[config.mk]
export PLATFORM = sky130hd
export DESIGN_NAME = buffer_fill_ctrl
export DESIGN_NICKNAME = d
export VERILOG_FILES = /design/src/rtl/buffer_fill_ctrl.sv
export SDC_FILE = /design/constraint.sdc
export NUM_CORES = 1
export LEC_CHECK = 0
export ABC_AREA = 1
export CELL_PAD_IN_SITES_DETAIL_PLACEMENT = 1
export CELL_PAD_IN_SITES_GLOBAL_PLACEMENT = 1
export CORE_ASPECT_RATIO = 1.4
export CORE_MARGIN = 2
export CORE_UTILIZATION = 33
export CTS_CLUSTER_DIAMETER = 50
export DETAILED_ROUTE_END_ITERATION = 12
export PLACE_DENSITY = 0.93
export SYNTH_ARGS = -nofsm -noshare
export SYNTH_HDL_FRONTEND = slang
export SYNTH_SLANG_ARGS = --single-unit
[constraint.sdc]
create_clock -name clk_i -period 2.35 [get_ports clk_i]
set_input_delay 0.235 -clock clk_i [delete_from_list [all_inputs] [get_ports clk_i]]
set_output_delay 0.235 -clock clk_i [all_outputs]
set_load 0.02 [all_outputs]
[src/rtl/buffer_fill_ctrl.sv]
// -----------------------------------------------------------------------------
// buffer_fill_ctrl
//
// Write-side fill controller for the ping-pong SRAM buffer. Accepts a
// valid/ready word stream and turns each accepted word into a registered
// buffer write. It fills one bank while the consumer drains the other, and
// waits for the consumer to release a bank before refilling it.
//
// Optional feature: define GARUDA_FILL_PERF_CNT_EN to build the stall counter.
// Without it, stall_cycles_o is tied to zero.
//
// Ports:
//   clk_i           clock
//   rst_ni          asynchronous active-low reset
//   start_i         one-cycle tile fill request (honoured only in IDLE)
//   len_i           tile length in words, sampled with start_i
//   s_valid_i       stream word valid
//   s_data_i        stream word
//   s_ready_o       controller accepts a word this cycle
//   wr_en_o         buffer write enable (one cycle after the handshake)
//   wr_addr_o       buffer write address
//   wr_data_o       buffer write data
//   wr_bank_o       bank index for the write
//   bank_full_o     per-bank flag: the bank holds a complete tile
//   bank_release_i  per-bank pulse from the consumer that frees the bank
//   busy_o          FSM is not idle
//   done_o          one-cycle pulse when a tile is complete
//   err_o           one-cycle pulse when start_i carried an illegal length
//   stall_cycles_o  stall counter (zero unless GARUDA_FILL_PERF_CNT_EN)
// -----------------------------------------------------------------------------
module buffer_fill_ctrl #(
    parameter int DEPTH      = 4096,
    parameter int DATA_WIDTH = 32,
    parameter int NUM_BANKS  = 2,
    parameter int ADDR_W     = $clog2(DEPTH)
) (
    input  logic                  clk_i,
    input  logic                  rst_ni,
    input  logic                  start_i,
    input  logic [ADDR_W:0]       len_i,
    input  logic                  s_valid_i,
    input  logic [DATA_WIDTH-1:0] s_data_i,
    output logic                  s_ready_o,
    output logic                  wr_en_o,
    output logic [ADDR_W-1:0]     wr_addr_o,
    output logic [DATA_WIDTH-1:0] wr_data_o,
    output logic                  wr_bank_o,
    output logic [NUM_BANKS-1:0]  bank_full_o,
    input  logic [NUM_BANKS-1:0]  bank_release_i,
    output logic                  busy_o,
    output logic                  done_o,
    output logic                  err_o,
    output logic [31:0]           stall_cycles_o
);

    localparam int LEN_W = ADDR_W + 1;

    typedef enum logic [1:0] {
        IDLE,
        WAIT_BANK,
        FILL,
        DONE
    } state_t;

    state_t               state_q, state_d;
    logic [LEN_W-1:0]     len_q;
    logic [ADDR_W-1:0]    count_q;
    logic                 fill_bank_q;
    logic [NUM_BANKS-1:0] bank_full_q;
    logic [NUM_BANKS-1:0] bank_set;

    logic len_legal;
    logic start_ok;
    logic bank_free;
    logic hs;
    logic last_word;

    assign len_legal = (len_i != '0) && (len_i <= LEN_W'(DEPTH));
    assign start_ok  = (state_q == IDLE) && start_i && len_legal;
    assign bank_free = !bank_full_q[fill_bank_q];
    assign s_ready_o = (state_q == FILL);
    assign hs        = s_valid_i & s_ready_o;
    assign last_word = ({1'b0, count_q} == (len_q - LEN_W'(1)));
    assign busy_o    = (state_q != IDLE);
    assign bank_full_o = bank_full_q;

    // Next-state logic
    always_comb begin
        state_d = state_q;
        unique case (state_q)
            IDLE:      if (start_ok)        state_d = WAIT_BANK;
            WAIT_BANK: if (bank_free)       state_d = FILL;
            FILL:      if (hs && last_word) state_d = DONE;
            DONE:                           state_d = IDLE;
            default:                        state_d = IDLE;
        endcase
    end

    // The bank completed in DONE is marked full; a release in the same cycle
    // for that bank loses against the set.
    always_comb begin
        bank_set = '0;
        if (state_q == DONE) begin
            bank_set[fill_bank_q] = 1'b1;
        end
    end

    always_ff @(posedge clk_i or negedge rst_ni) begin
        if (!rst_ni) begin
            state_q     <= IDLE;
            len_q       <= '0;
            count_q     <= '0;
            fill_bank_q <= 1'b0;
            bank_full_q <= '0;
            wr_en_o     <= 1'b0;
            wr_addr_o   <= '0;
            wr_data_o   <= '0;
            wr_bank_o   <= 1'b0;
            done_o      <= 1'b0;
            err_o       <= 1'b0;
        end else begin
            state_q     <= state_d;
            bank_full_q <= (bank_full_q & ~bank_release_i) | bank_set;
            err_o       <= (state_q == IDLE) && start_i && !len_legal;
            done_o      <= (state_q == DONE);
            wr_en_o     <= hs;

            if (start_ok) begin
                len_q <= len_i;
            end

            if ((state_q == WAIT_BANK) && bank_free) begin
                count_q <= '0;
            end else if (hs) begin
                count_q <= count_q + ADDR_W'(1);
            end

            if (hs) begin
                wr_addr_o <= count_q;
                wr_data_o <= s_data_i;
                wr_bank_o <= fill_bank_q;
            end

            if (state_q == DONE) begin
                fill_bank_q <= ~fill_bank_q;
            end
        end
    end

`ifdef GARUDA_FILL_PERF_CNT_EN
    logic [31:0] stall_q;
    logic        stall_now;

    assign stall_now      = (state_q == WAIT_BANK) || ((state_q == FILL) && !s_valid_i);
    assign stall_cycles_o = stall_q;

    // Saturating stall counter, restarted by each accepted legal start.
    always_ff @(posedge clk_i or negedge rst_ni) begin
        if (!rst_ni) begin
            stall_q <= '0;
        end else if (start_ok) begin
            stall_q <= '0;
        end else if (stall_now && (stall_q != '1)) begin
            stall_q <= stall_q + 32'd1;
        end
    end
`else
    assign stall_cycles_o = '0;
`endif

endmodule

==> metrics.txt <==
multi-input logic area=1710 µm²; max incr delay on CP=0.67 ns; H-tree depth=3; Total Routed Length=10,900 µm; sw power=about 2700 µW; vias in the first global route=3,831; WP data required=2.12 ns; GRT overflow=0; Synth Warn #=0; Pint=3990 µW; clk_lat worst skew=0.34 ns; largest net degree at the start of global routing=57; IO Port Bufs=102; Max rail drop VDD=about 400 µV; first-pass GRT wire length=roughly 18,000 µm; PD cells=1220 nW/µm²; switching share of total power=0.401; sequential cell area=1950 µm²; GRT Util Overall=0.169; crit-path cells=inv_1, ha_1, clkdlybuf4s50_1; clk_skew=0.00565 ns; Setup Viol. Count Final=0; fillcell total=~1,400; starting density of the core=0.340; Max Freq=between 400 and 500 MHz; Clock Sinks=78; Slew HR=0.650; io pins=~140; sequential area share after synthesis=0.483; Max Cap Viol=0; Worst Tran Pin Value=around 0.52 ns; die area=13,200 µm²; antenna violations before repair=0; CP Max Fanout=4; flop and latch count out of synthesis=78; r2r setup slk=0.29 ns; gpl congestion=0.818; share of cells above drive strength 1=0.0794; setup TNS=0 ns; clock buffer depth=2; Worst Setup End Kind=output port; number of synthesized flops with an enable pin=0; Crit Reg-Reg Endpoint=state_q[1]; leakage power=roughly 0.0028 µW; Reg clk slew, reported paths=~0.06 ns; cts bufs inserted=9; TritonCTS clock tree=done; Final period util=0.886; Post-DRT Antenna Nets=0; vias=~3,500; drt pass-1 iters=4; run status=complete, no violations; Fin. Hold Viols=0; # diodes=0; Synth Instances=roughly 510; distinct cell type count of the synthesized netlist=37; slowest stage cell on the critical path=clkdlybuf4s50_1; launching point of the worst reg2reg path=state_q[0]; clock share of power=0.229; hold slack=0.414 ns; Critical Path Source Type=register; Synth async-reset ratio=1.00; post-layout minimum cycle time=2.08 ns; commonest register cell after synthesis=dfrtp_1; Slew Viols, Final=0; post-DR wirelength/cell=14.3 µm; Nets=670; RSZ-0062 raised after global routing=no; CTS root buf=clkbuf_16; Cell Rows=47; Initial DRC Count=around 100; area grow syn2layout=34.7%; Logic pwr share=0.445; CP arrival=1.85 ns; DR DRC count=0; die width=97.6 µm; Via density=4.61; DP HPWL=approximately 8100 µm; worst reg2reg path depth=15; Hold Path Class=input port to asynchronous set/reset pin; kind of critical path=register to output port; Avg Inst Size Synth=7.94 µm²; Die Height=135 µm; synthesized cell area=4040 µm²; Flop pwr share=0.327; Core Region=11,900 µm²
flip-flops by register name, summed over array words and instances (netlist names):
name,flops
len_q,13
wr_data_o,32
wr_bank_o,1
wr_en_o,1
fill_bank_q,1
wr_addr_o,12
state_q,2
count_q,12
bank_full_o,2
done_o,1
err_o,1
layout by cell type (no fill, tap or decap), drive strengths merged, types with 4 or more instances in the layout:
| cell | Yosys | routed |
|---|---|---|
| xor2 | 6 | 6 |
| clkdlybuf4s50 | 0 | 101 |
| nand2 | 198 | 198 |
| buf | 39 | 5 |
| nand3 | 21 | 21 |
| inv | 52 | 52 |
| o21ai | 28 | 28 |
| clkbuf | 7 | 11 |
| nor2 | 42 | 42 |
| dfrtp | 78 | 78 |
| nor3 | 4 | 4 |
| conb | 1 | 32 |
| a21oi | 11 | 11 |
| ha | 7 | 7 |
per-stage QoR:
stage	power (µW)	util	cell area (µm²)	instances	setup slack (ns)
finish	6670	0.459	5450	764	0.268
global route	7120	0.459	5450	764	0.0909
CTS	6750	0.459	5450	764	0.258
detailed placement	5170	0.430	5100	747	0.355
global placement	4960	0.430	5100	747	0.480
floorplan	3970	-	4160	540	0.503
power by group through the flow:
stage / Combinational (µW) / Sequential, µW / Clock [µW]
finish: 2960 / 2180 / 1520
CTS: 3010 / 2190 / 1550
detailed placement: 2970 / 2200 / 0
floorplan: 1460 / 2510 / 0
global placement: 2800 / 2160 / 0
global route: 3260 / 2250 / 1610
layer usage:
metal	vias to the layer above	track usage	routed length (µm)
li1	1705	-	-
met1	1679	0.180	4360
met2	113	0.316	5780
met3	26	0.0404	484
met4	0	0.0733	307
met5	-	0	0
synthesized netlist by cell type, types with 5 or more instances:
cell type	n	area (µm²)
a21oi_1	10	50.1
buf_4	32	240
clkbuf_1	7	26.3
dfrtp_1	78	1950
ha_1	7	87.6
inv_1	50	188
nand2_1	191	717
nand2_2	5	31.3
nand3_1	18	90.1
nor2_1	33	124
o21ai_0	23	115
o21ai_1	5	25.0
xor2_1	6	52.6
logic make-up after synthesis:
| kind of cell | synth area share |
|---|---|
| AO/OA/AOI/OAI | 0.0576 |
| XOR/XNOR | 0.0173 |
| adder cells (fa/ha/maj) | 0.0217 |
| buffers and inverters | 0.125 |
| flip-flops | 0.483 |
| multiplexers | 0.00278 |
| other | 0.000927 |
| AND/OR/NAND/NOR | 0.292 |
worst max-delay path: cells and delay by family (launching register included):
kind       cells  cell delay, ns
buf+inv        2            0.81
flops          1            0.42
fa+ha+maj      1            0.29
repair_timing:
item                                   CTS  global route
setup buffers                            0             0
gates resized for setup                  0             0
hold buffers                             1             0
endpoints found under the hold margin   36             0
worst max path at each step:
stage	end	start	depth (start not counted)
6_report	s_ready_o	state_q[0]	3
5_1_grt	count_q[10]	state_q[0]	12
4_1_cts	s_ready_o	state_q[0]	3
3_5_place_dp	state_q[1]	state_q[0]	15
3_3_place_gp	state_q[0]	s_valid_i	14
2_1_floorplan	count_q[9]	state_q[0]	13
area by class of cell:
class / count / share of cell area
Clock buffer: 11 / 0.0464
Clock inverter: 5 / 0.0149
Inverter: 53 / 0.0368
Multi-Input combinational cell: 363 / 0.313
Sequential cell: 78 / 0.358
Tap cell: 147 / 0.0338
Timing Repair Buffer: 107 / 0.197
Power figures use the tool's default switching activity.
